===== src/rtl/key_load_controller.sv =====
// Key load controller: streams key words into keyStorage one slice per accepted
// transfer and tracks which key registers have been completely loaded.
module key_load_controller (
    input  logic        clock,
    input  logic        resetN,
    input  logic        startLoad,
    input  logic [2:0]  keySelect,
    input  logic        abort,
    input  logic [31:0] dataIn,
    input  logic        dataValid,
    output logic        dataReady,
    output logic [31:0] keyInput,
    output logic [5:0]  writeEnable,
    output logic [4:0]  sliceSelector,
    output logic        busy,
    output logic        done,
    output logic        error,
    output logic [4:0]  loadedMask
);

    localparam int unsigned DATA_W   = 32;
    localparam int unsigned WE_W     = 6;
    localparam int unsigned SLICE_W  = 5;
    localparam int unsigned SEL_W    = 3;
    localparam int unsigned NUM_KEYS = 5;

    typedef enum logic [1:0] {
        IDLE = 2'd0,
        LOAD = 2'd1,
        DONE = 2'd2
    } state_t;

    state_t               state, state_d;
    logic [SEL_W-1:0]     sel_q, sel_d;
    logic [SLICE_W-1:0]   count_q, count_d;
    logic [DATA_W-1:0]    key_d;
    logic [SLICE_W-1:0]   slice_d;
    logic [WE_W-1:0]      we_d;
    logic                 error_d;
    logic [NUM_KEYS-1:0]  mask_d;
    logic                 key_valid;

    // Index of the last slice for each key register.
    function automatic logic [SLICE_W-1:0] last_slice(input logic [SEL_W-1:0] sel);
        case (sel)
            3'd0:    return SLICE_W'(3);
            3'd1:    return SLICE_W'(4);
            default: return SLICE_W'(31);
        endcase
    endfunction

    assign key_valid = (keySelect < SEL_W'(NUM_KEYS));
    assign dataReady = (state == LOAD) && !abort;
    assign busy      = (state == LOAD);
    assign done      = (state == DONE);

    // Next-state and next-output logic.
    always_comb begin
        state_d = state;
        sel_d   = sel_q;
        count_d = count_q;
        key_d   = keyInput;
        slice_d = sliceSelector;
        we_d    = '0;
        error_d = 1'b0;
        mask_d  = loadedMask;

        case (state)
            IDLE: begin
                if (startLoad) begin
                    if (key_valid) begin
                        sel_d             = keySelect;
                        count_d           = '0;
                        mask_d[keySelect] = 1'b0;
                        state_d           = LOAD;
                    end else begin
                        error_d = 1'b1;
                    end
                end
            end
            LOAD: begin
                if (abort) begin
                    state_d = IDLE;
                end else if (dataValid) begin
                    we_d    = WE_W'(1) << sel_q;
                    key_d   = dataIn;
                    slice_d = count_q;
                    if (count_q == last_slice(sel_q)) begin
                        state_d = DONE;
                    end else begin
                        count_d = count_q + SLICE_W'(1);
                    end
                end
            end
            DONE: begin
                mask_d[sel_q] = 1'b1;
                state_d       = IDLE;
            end
            default: state_d = IDLE;
        endcase
    end

    // State and output registers.
    always_ff @(posedge clock or negedge resetN) begin
        if (!resetN) begin
            state         <= IDLE;
            sel_q         <= '0;
            count_q       <= '0;
            keyInput      <= '0;
            sliceSelector <= '0;
            writeEnable   <= '0;
            error         <= 1'b0;
            loadedMask    <= '0;
        end else begin
            state         <= state_d;
            sel_q         <= sel_d;
            count_q       <= count_d;
            keyInput      <= key_d;
            sliceSelector <= slice_d;
            writeEnable   <= we_d;
            error         <= error_d;
            loadedMask    <= mask_d;
        end
    end

endmodule

===== config.mk =====
export PLATFORM = sky130hd
export DESIGN_NAME = key_load_controller
export DESIGN_NICKNAME = d
export VERILOG_FILES = /design/src/rtl/key_load_controller.sv
export SDC_FILE = /design/constraint.sdc
export NUM_CORES = 1
export LEC_CHECK = 0
export ABC_AREA = 1
export CELL_PAD_IN_SITES_DETAIL_PLACEMENT = 1
export CELL_PAD_IN_SITES_GLOBAL_PLACEMENT = 1
export CORE_ASPECT_RATIO = 1.4
export CORE_MARGIN = 8
export CORE_UTILIZATION = 29
export CTS_BUF_LIST = sky130_fd_sc_hd__clkbuf_16
export CTS_CLUSTER_DIAMETER = 200
export DETAILED_ROUTE_END_ITERATION = 10
export PLACE_DENSITY = 0.84
export SYNTH_ARGS = -nofsm -noshare
export SYNTH_HDL_FRONTEND = slang
export SYNTH_SLANG_ARGS = --single-unit

===== constraint.sdc =====
create_clock -name clock -period 1.4 [get_ports clock]
set_input_delay 0.28 -clock clock [delete_from_list [all_inputs] [get_ports clock]]
set_output_delay 0.28 -clock clock [all_outputs]
set_load 0.02 [all_outputs]

==> results.txt <==
run status: finished with violations
violated checks: negative setup slack
synthesized instance count: 283
Yosys top cell area share: 59.7%
largest area contributor in the netlist: dfrtp_1
Post-synth EDFFs: 0
utilization after layout: 55.6%
vias in the first global route: 2708
Setup TNS Final: -10.84 ns
Critical path buffers and inverters: 3
Max Root-Sink Buffers: 2
initial antenna violation count: 0
GPL Wtd Cong: 0.790
Finished Cell Area: 0.00470 sq mm
cell area power density: 1410 mW/mm^2
synth unique cells: 23
fin nets: 475
Syn Area/Cell: 8.74 sq um
Leak: 2.47 nW
Critical Path End Type: flop
Critical Path Source Type: flop
vias per cell: 4.80
slowest stage delay, CP: 0.42 ns
share of cells above drive strength 1: 35.8%
global route overflow: 0
unrepaired setup endpoints after global routing: yes
Most used DFF post-synth: dfrtp_1
HP Class: input pin to asynchronous set/reset pin
Placement Setup Slack: -0.477 ns
largest net degree at the start of global routing: 46
Core Region: 0.00846 sq mm
global-route total usage across every layer: 15.9%
antenna viol nets, final: 0
clk sinks: 59
Routed Wire Length: 11.0 mm
most common cell in the synthesized netlist: nand2_1
Top Ports: 92
Mapped Nets: 324
die span in y: 125 microns
Setup CP Type: flop to flop
row count: 40
drt first-iter violations: 97
root buf cell: clkbuf_16
filler-free cell count of the finished design: 543
fin crit share: 120%
H-tree Lvls: 3
die area: 0.0118 sq mm
kind of cell adding the most delay to the critical path: simple AND/OR/NAND/NOR gates
Slew Limit Headroom: 74.1%
DRT Pass-1 Iters: 5
IO Port Bufs: 91
Max Cap Viol: 0
Area Growth Syn to Fin: 90.2%
Post-DP HPWL: 5.79 mm
Mapped Area: 0.00247 sq mm
Fin Clk Skew: 0.00605 ns
Final Hold Viols: 0
CP Max Fanout: 7
setup violators final: 52
synthesized flop and latch total: 59
DR vias: 2608
leading post-synthesis cells by cell area: dfrtp_1 (60%), nand2_1 (20%), nand3_1 (3.4%)
placed instance area: 0.00372 sq mm
die width: 94.1 microns
CTS Buf Count: 9
placed insts: 501
Final Slew Violations: 0
clk slew on worst S/H paths: 0.05 ns
CTS tree: built
# DRC: 0
Ant. Diodes: 0
Starting Density: 29.2%
Worst-Skew Late Latency: 0.32 ns
synth warn: 0
Req. time, crit path: 1.66 ns
post-route setup slack: -0.276 ns
Max Clk Rate: 596 MHz
Least-Margin Pin Slew: 0.389 ns
asr flop ratio synth: 100%
min cycle time layout: 1.68 ns
Worst VDD drop: 0.000718 V
routed wire length per instance: 20.2 microns
WP data arrival: 1.93 ns
Seq/Total Area, Yosys: 59.7%
most instantiated cells after synthesis: nand2_1 (131), dfrtp_1 (59), inv_1 (18), nand3_1 (17), nor2_1 (14)
CP cell instances: nor2_4, inv_2, or2_4, buf_6, nor2_4, buf_6, nand2_8, nand2_8, nand2_2, nand2_1
first-pass GRT wire length: 14.3 mm
slowest library cell on the worst path: dfrtp_1
-- metrics by stage --
step | power (W) | hold WS, ns
after floorplan | 0.00320 | -0.0156
after global placement | 0.00435 | 0.211
after detailed placement | 0.00443 | 0.217
after CTS | 0.00625 | 0.409
after global routing | 0.00693 | 0.463
final | 0.00661 | 0.426
-- report_power, final --
part | internal (W) | leakage, nW | switching, W | total, W
Clock | 0.00115 | 0.135 | 0.000739 | 0.00189
Sequential | 0.00207 | 0.761 | 0.000269 | 0.00234
Combinational | 0.00103 | 1.58 | 0.00135 | 0.00238
-- sequential cells by signal, indices dropped and copies added (netlist names) --
register,flops
loadedMask,5
sliceSelector,5
keyInput,32
sel_q,3
error,1
state,2
count_q,5
writeEnable,6
-- layer usage --
layer	global-route usage, %	routed length, microns	vias to the layer above
met5	0	0	-
met4	7.31	400	0
met3	3.65	481	32
met2	28.9	6250	86
met1	16.5	3850	1303
li1	-	-	1187
-- repair_timing --
action | in CTS | in global routing
cloned | 6 | 4
endpoints found under the hold margin | 14 | 0
endpoints found under the setup margin | 100 | 58
hold buffers | 1 | 0
pin swaps | 3 | 29
gates resized for setup | 98 | 102
buffers inserted | 9 | 11
-- cell usage in the layout, fill, tap and decap left out, types with 9 or more instances in the layout --
master,n
buf_4,36
nand2_4,16
nand2_2,32
nand2_1,81
clkdlybuf4s50_1,38
dlygate4sd2_1,46
dfrtp_1,58
inv_1,15
nand3_1,11
clkbuf_16,13
nor2_1,9
buf_6,11
-- cell type report --
cell class | instances | area, sq um
clock buffer | 9 | 225
clock inverter | 6 | 26.3
fill | 932 | 3750
inverter | 21 | 88.8
multi-input combinational | 194 | 1210
sequential | 59 | 1480
tap | 105 | 131
timing repair buffer | 149 | 1540
-- kinds of logic (layout without fill, tap and decap cells) --
logic type / count (synthesis) / in the layout / share of synthesized area [%]
buffers and inverters: 30 / 185 / 5.97
and+or+nand+nor: 173 / 173 / 29.2
AOI/OAI and AO/OA: 17 / 17 / 3.59
DFF: 59 / 59 / 59.7
xor gates and xnor gates: 3 / 3 / 1.06
adders and majority gates: 1 / 1 / 0.506
-- worst paths after layout --
| check | startpoint | cells past startpoint | endpoint | slack, ns |
|---|---|---|---|---|
| worst max register to register | state[1]$_DFFE_PN0P_ | 10 | count_q[2]$_DFFE_PN0P_ | -0.28 |
| max in group asynchronous | resetN | 3 | loadedMask[2]$_DFFE_PN0P_ | 0.39 |
| worst min register to register | keyInput[0]$_DFFE_PN0P_ | 2 | keyInput[0]$_DFFE_PN0P_ | 0.46 |
| worst max-delay path | state[1]$_DFFE_PN0P_ | 10 | count_q[2]$_DFFE_PN0P_ | -0.28 |
| worst min-delay path | resetN | 2 | keyInput[10]$_DFFE_PN0P_ | 0.43 |
| min in group clock | keyInput[0]$_DFFE_PN0P_ | 2 | keyInput[0]$_DFFE_PN0P_ | 0.46 |
(Power assumes the default switching activity.)
